`src/rtl/parking_gate_controller.sv`:
```
// Parking gate controller: entry and exit barrier FSMs feeding a parking counter.
// Latency: sensor sampled on edge 1, barrier opens on edge 2; event pulse one cycle after pass.
// Backpressure: exit report waits one cycle when the entry report owns the same cycle.
//
// Ports:
//   clk, rst                                   single clock, async active-high reset
//   entry_sensor / entry_card_uni / entry_pass car waiting, its class, and barrier cleared at entry
//   exit_sensor  / exit_card_uni  / exit_pass  same meanings at the exit barrier
//   uni_is_vacated_space, is_vacated_space     vacancy flags per class from the counter
//   car_entered / is_uni_car_entered           one-cycle entry event and its class
//   car_exited  / is_uni_car_exited            one-cycle exit event and its class
//   entry_gate_open, exit_gate_open            barrier drives
//   entry_deny                                 "full" light at entry
//   entry_timeout                              one-cycle pulse when either barrier times out
//   deny_count                                 saturating count of refused entries
module parking_gate_controller #(
  parameter int GATE_TIMEOUT = 20
) (
  input  logic       clk,
  input  logic       rst,
  input  logic       entry_sensor,
  input  logic       entry_card_uni,
  input  logic       entry_pass,
  input  logic       exit_sensor,
  input  logic       exit_card_uni,
  input  logic       exit_pass,
  input  logic       uni_is_vacated_space,
  input  logic       is_vacated_space,
  output logic       car_entered,
  output logic       is_uni_car_entered,
  output logic       car_exited,
  output logic       is_uni_car_exited,
  output logic       entry_gate_open,
  output logic       exit_gate_open,
  output logic       entry_deny,
  output logic       entry_timeout,
  output logic [7:0] deny_count
);

  typedef enum logic [2:0] {
    E_IDLE,
    E_CHECK,
    E_OPEN,
    E_REPORT,
    E_DENY,
    E_WAIT_CLEAR
  } entry_state_t;

  typedef enum logic [1:0] {
    X_IDLE,
    X_OPEN,
    X_REPORT,
    X_WAIT_CLEAR
  } exit_state_t;

  // Last timer value at which an open barrier is still allowed to stay open.
  localparam logic [7:0] TIMER_LAST = 8'(GATE_TIMEOUT - 1);

  entry_state_t e_state_q, e_state_d;
  exit_state_t  x_state_q, x_state_d;
  logic [7:0]   e_timer_q, e_timer_d;
  logic [7:0]   x_timer_q, x_timer_d;
  logic         e_class_q, e_class_d;
  logic         x_class_q, x_class_d;
  logic [7:0]   deny_count_q, deny_count_d;
  logic         timeout_q, timeout_d;
  logic         e_timeout_fire;
  logic         x_timeout_fire;
  logic         vacancy_ok;

  // ---------------------------------------------------------------------------
  // State registers
  // ---------------------------------------------------------------------------
  always_ff @(posedge clk or posedge rst) begin
    if (rst) begin
      e_state_q    <= E_IDLE;
      x_state_q    <= X_IDLE;
      e_timer_q    <= 8'd0;
      x_timer_q    <= 8'd0;
      e_class_q    <= 1'b0;
      x_class_q    <= 1'b0;
      deny_count_q <= 8'd0;
      timeout_q    <= 1'b0;
    end else begin
      e_state_q    <= e_state_d;
      x_state_q    <= x_state_d;
      e_timer_q    <= e_timer_d;
      x_timer_q    <= x_timer_d;
      e_class_q    <= e_class_d;
      x_class_q    <= x_class_d;
      deny_count_q <= deny_count_d;
      timeout_q    <= timeout_d;
    end
  end

  // ---------------------------------------------------------------------------
  // Entry FSM next state
  // ---------------------------------------------------------------------------
  always_comb begin
    e_state_d      = e_state_q;
    e_timer_d      = e_timer_q;
    e_class_d      = e_class_q;
    deny_count_d   = deny_count_q;
    e_timeout_fire = 1'b0;
    // Vacancy is judged against the class latched when the car arrived.
    vacancy_ok     = e_class_q ? uni_is_vacated_space : is_vacated_space;

    case (e_state_q)
      E_IDLE: begin
        if (entry_sensor) begin
          e_state_d = E_CHECK;
          e_class_d = entry_card_uni;
        end
      end

      E_CHECK: begin
        if (vacancy_ok) begin
          e_state_d = E_OPEN;
          e_timer_d = 8'd0;
        end else begin
          e_state_d = E_DENY;
          if (deny_count_q != 8'hFF) begin
            deny_count_d = deny_count_q + 8'd1;
          end
        end
      end

      E_OPEN: begin
        // A pass in the final open cycle still counts as a car, not a timeout.
        if (entry_pass) begin
          e_state_d = E_REPORT;
        end else if (e_timer_q == TIMER_LAST) begin
          e_state_d      = E_WAIT_CLEAR;
          e_timeout_fire = 1'b1;
        end else begin
          e_timer_d = e_timer_q + 8'd1;
        end
      end

      // Always passes through E_WAIT_CLEAR so the counter has updated the
      // vacancy flags before the next car is checked.
      E_REPORT: e_state_d = E_WAIT_CLEAR;

      E_DENY, E_WAIT_CLEAR: begin
        if (!entry_sensor) begin
          e_state_d = E_IDLE;
        end
      end

      default: e_state_d = E_IDLE;
    endcase
  end

  // ---------------------------------------------------------------------------
  // Exit FSM next state
  // ---------------------------------------------------------------------------
  always_comb begin
    x_state_d      = x_state_q;
    x_timer_d      = x_timer_q;
    x_class_d      = x_class_q;
    x_timeout_fire = 1'b0;

    case (x_state_q)
      X_IDLE: begin
        if (exit_sensor) begin
          x_state_d = X_OPEN;
          x_class_d = exit_card_uni;
          x_timer_d = 8'd0;
        end
      end

      X_OPEN: begin
        if (exit_pass) begin
          x_state_d = X_REPORT;
        end else if (x_timer_q == TIMER_LAST) begin
          x_state_d      = X_WAIT_CLEAR;
          x_timeout_fire = 1'b1;
        end else begin
          x_timer_d = x_timer_q + 8'd1;
        end
      end

      // The counter takes one event per cycle; entry wins, exit holds here one
      // extra cycle. E_REPORT never lasts two cycles, so the deferral is bounded.
      X_REPORT: begin
        if (e_state_q != E_REPORT) begin
          x_state_d = X_WAIT_CLEAR;
        end
      end

      X_WAIT_CLEAR: begin
        if (!exit_sensor) begin
          x_state_d = X_IDLE;
        end
      end

      default: x_state_d = X_IDLE;
    endcase
  end

  assign timeout_d = e_timeout_fire | x_timeout_fire;

  // ---------------------------------------------------------------------------
  // Outputs: decoded from registered state only
  // ---------------------------------------------------------------------------
  assign entry_gate_open    = (e_state_q == E_OPEN);
  assign entry_deny         = (e_state_q == E_DENY);
  assign car_entered        = (e_state_q == E_REPORT);
  assign is_uni_car_entered = car_entered & e_class_q;

  assign exit_gate_open     = (x_state_q == X_OPEN);
  assign car_exited         = (x_state_q == X_REPORT) && (e_state_q != E_REPORT);
  assign is_uni_car_exited  = car_exited & x_class_q;

  assign entry_timeout      = timeout_q;
  assign deny_count         = deny_count_q;

endmodule

```
`config.mk`:
```
export PLATFORM = sky130hd
export DESIGN_NAME = parking_gate_controller
export DESIGN_NICKNAME = d
export VERILOG_FILES = /design/src/rtl/parking_gate_controller.sv
export SDC_FILE = /design/constraint.sdc
export NUM_CORES = 1
export LEC_CHECK = 0
export BUFFER_PORTS_ARGS = -buffer_cell sky130_fd_sc_hd__buf_2
export CAP_MARGIN = 10
export CORE_MARGIN = 2
export CORE_UTILIZATION = 44
export CTS_CLUSTER_DIAMETER = 50
export DETAILED_ROUTE_END_ITERATION = 10
export HOLD_SLACK_MARGIN = 0.03
export PLACE_DENSITY = 0.66
export SLEW_MARGIN = 20
export SYNTH_ARGS = -nofsm -noshare
export SYNTH_HDL_FRONTEND = slang
export SYNTH_SLANG_ARGS = --single-unit
```
`constraint.sdc`:
```
create_clock -name clk -period 2.9 [get_ports clk]
set_clock_uncertainty 0.2 [all_clocks]
set_input_delay 0.58 -clock clk [delete_from_list [all_inputs] [get_ports clk]]
set_output_delay 0.58 -clock clk [all_outputs]
set_load 0.01 [all_outputs]
```
==> results.md, run 1 <==
* Critical Path RT at 2.86 ns
* Drt first pass iters at 4
* Pin count of the biggest net entering global routing at 33
* Pwr per Cell Area at 903.4 mW/mm²
* Overflow after GRT at 0
* # diodes at 0
* # fillers at 363
* Vias at 1482
* P_int at 0.001210 W
* Area fraction of the dominant cell type after synthesis at 43.33%
* Part of the power in registers at 38.6%
* Slew Limit Fails at 0
* Post-CTS Setup Bufs at 0
* HP Class: input port to async pin
* RSZ-0062 raised after global routing: no
* Total of max-cap violations at 0
* Period utilization at 79.58%
* Yosys reg bits at 32
* TritonCTS Sinks at 32
* Seq/Total Area, Yosys at 43.33%
* Port Buffers at 25
* Final setup fails at 0
* Initial Utilization at 45.87%
* Vias in the first global route at 1361
* Total number of yosys warnings at 0
* Worst-path clk slew at 0.07 ns
* Clk network pwr share at 24.2%
* Distinct cells, synth at 54
* Largest cells by area after synthesis: dfrtp_1 43%, ha_1 4.7%, mux2_2 3.7%
* DIE AREA at 0.004734 mm²
* Setup TNS at 0 ns
* Main synth FF type: dfrtp_1
* CP startpoint kind: flip-flop
* Placed instance count at 254
* Global-route wire length before repair at 6361 µm
* Fmax at 433.3 MHz
* Switching Share at 37.48%
* Crit path time final at 2.308 ns
* ANT nets after route at 0
* FP Rows at 23
* LEAKAGE at 0.9924 nW
* Synthesized Nets at 199
* Max Root-Sink Buffers at 2
* Layout area overhead at 15.91%
* Final Wtd Congestion at 0.7781
* Synth top cells by count: 32 x dfrtp_1, 13 x nand3_1, 13 x nor2_1
* Post-Layout Cell Count at 262
* RR Endpoint: x_state_q[1]$_DFFE_PP0P_
* Die W at 68.81 µm
* Htree depth at 2
* Gates resized, CTS repair at 0
* Via/cell ratio at 5.656
* Root buffer cell: clkbuf_8
* Overall power at 0.001935 W
* Die height at 68.81 µm
* Drt total wl at 3777 µm
* Layout Nets at 228
* Final hold slack at 0.1573 ns
* Hpwl dp at 2703 µm
* VDD IR max at 471.6 µV
* Post-synth EDFFs at 0
* Reg2reg start: x_state_q[0]$_DFFE_PP0P_
* Sequential Area at 800.8 µm²
* Post-synthesis instance total at 182
* CTS tree: yes
* Multi-input logic area at 982.2 µm²
* Total CTS buffers at 5
* Post-Syn Area at 0.001848 mm²
* Mean Syn Cell Area at 10.15 µm²
* Crit Path Category: flip-flop to flip-flop
* CTS Hold Buffers Added at 0
* Share of cells above drive strength 1 at 26.89%
* DR WL/cell at 14.42 µm
* Reg2reg path depth at 6
* Max FO, Critical Path at 9
* Post-synth ARST share at 100.0%
* Core Region at 0.004029 mm²
* Final Hold Fails at 0
* Crit path to: x_state_q[1]$_DFFE_PP0P_
* Iter 0 DRT Violations at 53
* Final core occ at 53.17%
* Most common cell in the netlist: dfrtp_1
* Status: completed
* Slew HR at 64.12%
* Worst skew pair latency at 0.29 ns
* I/O pins at 26
* Total track usage at 18.61%
* Net Sw Power at 0.0007252 W
* CP arrival at 2.27 ns
* Critical Path Sink Type: flip-flop
* Worst-margin pin slew at 0.5370 ns
* Initial antenna violation count at 0
* DRC Markers at 0
* Worst setup startpoint: x_state_q[0]$_DFFE_PP0P_
* Reg2reg setup slack at 0.59 ns
* Comb power frac at 37.1%
* Synth area leader: dfrtp_1
[sequential cells by signal, indices dropped and copies added, names as in the netlist]
name,cells
e_state_q,3
entry_timeout,1
e_class_q,1
x_class_q,1
deny_count,8
x_state_q,2
e_timer_q,8
x_timer_q,8
[cell families after synthesis]
family	after synthesis	synth area share, %
and+or+nand+nor	74	22.75
DFF	32	43.33
buffers and inverters	13	3.521
adders and majority gates	7	4.739
xor gates and xnor gates	7	3.318
AOI/OAI and AO/OA	41	17.60
muxes	8	4.739
[power groups by stage]
stage	Combinational (W)	Sequential (W)	Clock, W
6_report	0.000718	0.000748	0.000469
5_1_grt	0.000809	0.000769	0.000504
4_1_cts	0.000725	0.000746	0.000480
3_5_place_dp	0.000717	0.000754	0
3_3_place_gp	0.000705	0.000752	0
2_1_floorplan	0.000563	0.000712	0
[per-stage QoR]
stage	setup WS (ns)	instance area [µm²]
6_report	0.5923	2142
5_1_grt	0.4134	2142
4_1_cts	0.5826	2142
3_5_place_dp	0.5720	2016
3_3_place_gp	0.6105	2016
2_1_floorplan	0.7198	1848
[layout by cell type (no fill, tap or decap), types with 7 or more instances in the layout]
cell,instances
a21oi_1,7
ha_1,7
nand2_1,12
inv_1,8
clkbuf_8,7
nand3_1,13
dfrtp_1,32
nor2_1,13
a31oi_1,8
buf_2,25
[critical path, cell delays in order, from the launching register on]
cell and delay, ns:
dfrtp_1 0.43, inv_1 0.09, ha_1 0.27, nor2b_1 0.24, a221oi_1 0.29, a21boi_0 0.30
mux2_2 0.37
[final cells by class]
| type | instances | area share, % |
|---|---|---|
| clock buffers | 7 | 4.498 |
| well taps | 50 | 2.921 |
| clock inverters | 1 | 1.402 |
| flip-flops and latches | 32 | 37.38 |
| inverters | 8 | 1.402 |
| multi-input cells | 137 | 45.85 |
| repair buffers | 27 | 6.542 |
[how the worst min path moves through the flow]
stage | from | to | cells after the start
global placement | deny_count[6]$_DFFE_PP0P_ | deny_count[6]$_DFFE_PP0P_ | 1
global route | rst | deny_count[0]$_DFFE_PP0P_ | 3
finish | rst | deny_count[0]$_DFFE_PP0P_ | 3
CTS | rst | e_state_q[2]$_DFFE_PP0P_ | 3
floorplan | x_timer_q[6]$_DFFE_PP0P_ | x_timer_q[6]$_DFFE_PP0P_ | 1
detailed placement | deny_count[6]$_DFFE_PP0P_ | deny_count[6]$_DFFE_PP0P_ | 1
[layer usage]
metal	vias to the layer above	global-route usage (%)	share of wire (%)
met5	-	0	0
met4	0	7.353	2.0
met3	9	5.357	4.0
met2	34	29.81	46
met1	704	23.71	48
li1	735	-	-
No activity file was read; power rests on OpenSTA's default activity.
==> run 2: changes to the inputs <==
==> constraint.sdc (replaced) <==
create_clock -name clk -period 2.4 [get_ports clk]
set_clock_uncertainty 0.2 [all_clocks]
set_input_delay 0.48 -clock clk [delete_from_list [all_inputs] [get_ports clk]]
set_output_delay 0.48 -clock clk [all_outputs]
set_load 0.01 [all_outputs]
==> run 2 against run 1 <==
Cell count grew 1.1%. Maximum frequency grew 3.6%. Routed wire length grew 0.87%. Register-to-register slack lost 0.42 ns. Sequential cell count is the same. Die area is the same. Via count grew 2.0%. Critical path type unchanged. Core utilization shrank 0.25 points. Largest cell class unchanged. Non-clock buffer count grew 3. Total power grew 15%.
==> results.md, run 2 (synthesized netlist as in run 1, its figures left out) <==
* Switching Share at 39.00%
* Crit path time final at 2.228 ns
* Final Wtd Congestion at 0.7718
* CP startpoint kind: flip-flop
* Root buffer cell: clkbuf_8
* Initial Utilization at 45.87%
* Worst-margin pin slew at 0.5137 ns
* Iter 0 DRT Violations at 89
* # fillers at 370
* I/O pins at 26
* Pin count of the biggest net entering global routing at 33
* Part of the power in registers at 40.0%
* DIE AREA at 0.004734 mm²
* # diodes at 0
* Final setup fails at 0
* Worst skew pair latency at 0.29 ns
* Die W at 68.81 µm
* TritonCTS Sinks at 32
* HP Class: input port to async pin
* Net Sw Power at 0.0008660 W
* Met2 wire length at 1806 µm
* Gates resized, CTS repair at 0
* ANT nets after route at 0
* CTS tree: yes
* CP top delay family: compound AO/OA/AOI/OAI gates
* Layout Nets at 231
* LEAKAGE at 0.9902 nW
* Routed wl met3 at 174 µm
* Critical Path RT at 2.37 ns
* Max FO, Critical Path at 9
* Vias in the first global route at 1354
* Met1 Wirelength at 1779 µm
* Post-CTS Setup Bufs at 0
* Buf/Inv on CP at 1
* P_int at 0.001354 W
* Crit Path Category: flip-flop to flip-flop
* Commonest cells after routing, fill and taps aside: 32 x dfrtp_1, 25 x buf_2, 13 x nor2_1, 13 x nand3_1, 12 x nand2_1
* Fmax at 448.8 MHz
* Vias at 1511
* Share of cells above drive strength 1 at 27.44%
* Layout area overhead at 15.37%
* Port Buffers at 25
* Max Root-Sink Buffers at 2
* Via/cell ratio at 5.702
* Crit-path slowest cell: dfrtp_1
* Die height at 68.81 µm
* Total track usage at 18.69%
* Total CTS buffers at 5
* Critical Path Sink Type: flip-flop
* Period utilization at 92.83%
* RSZ-0062 raised after global routing: no
* Slew Limit Fails at 0
* Comb power frac at 40.9%
* Final core occ at 52.92%
* VDD IR max at 603.4 µV
* Final Hold Fails at 0
* FP Rows at 23
* Worst-path clk slew at 0.06 ns
* DR WL/cell at 14.38 µm
* Max incr delay on CP at 0.44 ns
* Overflow after GRT at 0
* Hpwl dp at 2748 µm
* Drt total wl at 3810 µm
* Slew HR at 65.68%
* Pwr per Cell Area at 1041 mW/mm²
* Commonest non-fill, non-tap cell in the layout: dfrtp_1
* Initial antenna violation count at 0
* DRC Markers at 0
* CP cell instances: inv_1 > ha_1 > nor2b_1 > a221oi_1 > a21boi_2 > mux2_2
* CTS Hold Buffers Added at 0
* Htree depth at 2
* Core Region at 0.004029 mm²
* Setup TNS at 0 ns
* Drt first pass iters at 4
* Top routing layer in use: met4
* Clk network pwr share at 19.2%
* CP arrival at 2.20 ns
* Total of max-cap violations at 0
* Global-route wire length before repair at 6306 µm
* Status: completed
## run 2: cell count changes in the layout (fill, tap and decap cells not counted), sizes merged
cell / change
buf: +3
bufinv: -1
clkbuf: +1
## run 2: final cells by class
| class | count | area [µm²] | share of cell area (%) |
|---|---|---|---|
| Multi-Input combinational cell | 137 | 985.9 | 46.24 |
| Sequential cell | 32 | 800.8 | 37.56 |
| Timing Repair Buffer | 30 | 162.7 | 7.629 |
| Clock buffer | 8 | 90.09 | 4.225 |
| Tap cell | 50 | 62.56 | 2.934 |
| Inverter | 8 | 30.03 | 1.408 |
## run 2: metal layers
| layer | GRT usage (%) | vias up |
|---|---|---|
| li1 | - | 738 |
| met1 | 23.69 | 735 |
| met2 | 29.69 | 33 |
| met3 | 5.844 | 5 |
| met4 | 7.353 | 0 |
| met5 | 0 | - |
## run 2: power groups by stage
stage	clock (W)	sequential, W	combinational, W
after floorplan	0	0.000861	0.000680
after global placement	0	0.000898	0.000893
after detailed placement	0	0.000895	0.000909
after CTS	0.000443	0.000887	0.000912
after global routing	0.000473	0.000915	0.00102
final	0.000425	0.000887	0.000908
## run 2: metrics by stage
| stage | instance area, µm² | setup slack [ns] | power (W) | instances | hold WS, ns |
|---|---|---|---|---|---|
| finish | 2132 | 0.1721 | 0.002220 | 265 | 0.07265 |
| global placement | 2038 | 0.1748 | 0.001790 | 257 | 0.2854 |
| CTS | 2128 | 0.1045 | 0.002242 | 265 | 0.08853 |
| global route | 2132 | 0.04506 | 0.002413 | 265 | 0.1108 |
| floorplan | 1848 | 0.2198 | 0.001541 | 182 | 0.2512 |
| detailed placement | 2038 | 0.1218 | 0.001804 | 257 | 0.2818 |
## run 2: worst reg2reg max path: cells and delay by family, from the launching register on
family	cells	cell delay, ns
adder cells (fa/ha/maj)	1	0.27
multiplexers	1	0.34
buffers and inverters	1	0.09
AND/OR/NAND/NOR	1	0.24
flip-flops	1	0.44
AO/OA/AOI/OAI	2	0.55
## run 2: path summary, 6_finish.rpt
check                                          start                   endpoint  slack [ns]  cells after the start
min in group clk                       exit_card_uni      x_class_q$_DFFE_PP0P_        0.23                      2
min reg2reg                deny_count[6]$_DFFE_PP0P_  deny_count[6]$_DFFE_PP0P_        0.29                      1
max                         x_state_q[0]$_DFFE_PP0P_   x_state_q[1]$_DFFE_PP0P_        0.17                      6
max in group asynchronous                        rst   e_timer_q[3]$_DFFE_PP0P_        1.63                      3
min                                              rst  deny_count[0]$_DFFE_PP0P_        0.07                      3
max reg2reg                 x_state_q[0]$_DFFE_PP0P_   x_state_q[1]$_DFFE_PP0P_        0.17                      6
==> run 3: changes to the inputs <==
--- a/config.mk
+++ b/config.mk
@@ -8,11 +8,11 @@
 export BUFFER_PORTS_ARGS = -buffer_cell sky130_fd_sc_hd__buf_2
 export CAP_MARGIN = 10
 export CORE_MARGIN = 2
-export CORE_UTILIZATION = 44
+export CORE_UTILIZATION = 24
 export CTS_CLUSTER_DIAMETER = 50
 export DETAILED_ROUTE_END_ITERATION = 10
 export HOLD_SLACK_MARGIN = 0.03
-export PLACE_DENSITY = 0.66
+export PLACE_DENSITY = 0.42
 export SLEW_MARGIN = 20
 export SYNTH_ARGS = -nofsm -noshare
 export SYNTH_HDL_FRONTEND = slang
==> run 3 against run 2 <==
Routed wire length grew 9.3%. Sequential power grew 1%. Maximum frequency is 1.3% lower. Critical path depth down 2. Clock power increased by 24%. Setup slack worse by 0.029 ns. Die area increased by 78%. Global-route usage down 8.1 points. Highest routed layer unchanged.
==> results.md, run 3 (synthesized netlist as in run 1, its figures left out) <==
* DRC Markers at 0
* Global-route wire length before repair at 7031 µm
* Post-DP Area at 0.002100 mm²
* Share of cells above drive strength 1 at 28.37%
* Setup TNS at 0 ns
* Drt first pass iters at 4
* Worst-path clk slew at 0.07 ns
* CP arrival at 1.58 ns
* Hpwl dp at 3044 µm
* Htree depth at 2
* Max FO, Critical Path at 10
* Net Sw Power at 0.0008972 W
* Final Wtd Congestion at 0.7655
* Final hold slack at 0.07511 ns
* Clk network pwr share at 22.7%
* Iter 0 DRT Violations at 60
* Vias at 1452
* Slew Limit Fails at 0
* Comb power frac at 38.5%
* Total track usage at 10.58%
* Overall power at 0.002316 W
* Status: completed
* Root buffer cell: clkbuf_8
* Core Region at 0.007370 mm²
* Fin area at 0.002215 mm²
* Buf/Inv on CP at 1
* FP Rows at 31
* I/O pins at 26
* Die W at 91.75 µm
* DR WL/cell at 13.26 µm
* Critical Path Sink Type: output pin
* RR Endpoint: x_state_q[1]$_DFFE_PP0P_
* Post-CTS Setup Bufs at 0
* Part of the power in registers at 38.8%
* CP cell instances: and3b_2 > nor2b_1 > and2_1 > buf_2
* VDD IR max at 237.7 µV
* ANT nets after route at 0
* Crit path time final at 2.257 ns
* LEAKAGE at 0.9977 nW
* Layout area overhead at 19.84%
* Layout Nets at 231
* Overflow after GRT at 0
* Initial Utilization at 25.08%
* Pwr per Cell Area at 1046 mW/mm²
* Total CTS buffers at 5
* Reg2reg path depth at 6
* CP top delay family: simple AND/OR/NAND/NOR gates
* Drt total wl at 4165 µm
* Switching Share at 38.74%
* Vias in the first global route at 1408
* CTS Hold Buffers Added at 0
* RSZ-0062 raised after global routing: no
* Max Root-Sink Buffers at 2
* HP Class: input port to async pin
* Final setup fails at 0
* Period utilization at 94.04%
* Post-Layout Cell Count at 314
* Initial antenna violation count at 0
* TritonCTS Sinks at 32
* Slew HR at 65.03%
* Critical Path RT at 1.72 ns
* Max incr delay on CP at 0.49 ns
* # fillers at 803
* Crit-path slowest cell: dfrtp_1
* Die height at 91.75 µm
* Pin count of the biggest net entering global routing at 33
* Worst-margin pin slew at 0.5234 ns
* CP startpoint kind: flip-flop
* CTS tree: yes
* Final Hold Fails at 0
* Crit Path Category: flip-flop to output pin
* Total of max-cap violations at 0
* # diodes at 0
* DIE AREA at 0.008418 mm²
* Reg2reg start: x_state_q[0]$_DFFE_PP0P_
* Reg2reg setup slack at 0.21 ns
* Commonest non-fill, non-tap cell in the layout: dfrtp_1
* P_int at 0.001418 W
* Via/cell ratio at 4.624
* Commonest cells after routing, fill and taps aside: 32 x dfrtp_1, 25 x buf_2, 13 x nor2_1, 13 x nand3_1, 12 x nand2_1
* Worst skew pair latency at 0.29 ns
* Fmax at 443.1 MHz
* Port Buffers at 25
* Placed instance count at 306
==> run 3: cell types whose count changed in the layout (fill, tap and decap cells not counted) <==
cell,previous run,this run
clkbuf_1,2,0
clkbuf_8,6,5
bufinv_16,0,1
clkinv_2,0,1
clkinvlp_4,0,1
==> run 3: how the worst max path moves through the flow <==
stage	start	to	slack, ns	depth (start not counted)
CTS	x_state_q[0]$_DFFE_PP0P_	x_state_q[1]$_DFFE_PP0P_	0.09	6
global route	x_state_q[0]$_DFFE_PP0P_	x_state_q[1]$_DFFE_PP0P_	0.02	6
finish	e_state_q[2]$_DFFE_PP0P_	is_uni_car_exited	0.14	4
floorplan	x_state_q[0]$_DFFE_PP0P_	x_state_q[1]$_DFFE_PP0P_	0.22	7
detailed placement	x_state_q[0]$_DFFE_PP0P_	x_state_q[1]$_DFFE_PP0P_	0.12	6
global placement	x_state_q[0]$_DFFE_PP0P_	x_state_q[1]$_DFFE_PP0P_	0.14	6
==> run 3: tightest hold or removal path: stages <==
cell and delay [ns]:
buf_2 0.09, inv_1 0.04, buf_4 0.38
==> run 3: cell type report <==
class / instances / area, µm² / share of cell area, %
multi-input combinational: 137 / 985.9 / 44.52
timing repair buffer: 30 / 162.7 / 7.345
sequential: 32 / 800.8 / 36.16
clock inverter: 3 / 42.54 / 1.921
tap: 99 / 123.9 / 5.593
inverter: 8 / 30.03 / 1.356
clock buffer: 5 / 68.82 / 3.107
==> run 3: through the flow <==
step                util [%]  worst slack [ns]
CTS                    30.00           0.09233
global placement       28.49            0.1367
finish                 30.05            0.1429
floorplan                  -            0.2198
detailed placement     28.49            0.1152
global route           30.05           0.01525
==> run 3: layer usage <==
| layer | share of wire (%) | global-route usage [%] | vias to the layer above |
|---|---|---|---|
| met2 | 44 | 15.75 | 21 |
| met1 | 51 | 14.50 | 686 |
| li1 | - | - | 740 |
| met3 | 2.9 | 2.712 | 5 |
| met4 | 1.5 | 4.478 | 0 |
| met5 | 0 | 0 | - |
==> run 3: repair_timing <==
item                       in CTS  in global routing
resized for setup               0                  2
setup endpoints to repair       0                  1
hold endpoints to repair        0                  0
==> run 3: power by group through the flow <==
| stage | sequential [W] | clock [W] | combinational [W] |
|---|---|---|---|
| 2_1_floorplan | 0.000861 | 0 | 0.000680 |
| 3_3_place_gp | 0.000910 | 0 | 0.000902 |
| 3_5_place_dp | 0.000907 | 0 | 0.000904 |
| 4_1_cts | 0.000898 | 0.000553 | 0.000906 |
| 5_1_grt | 0.000933 | 0.000576 | 0.00101 |
| 6_report | 0.000898 | 0.000525 | 0.000892 |
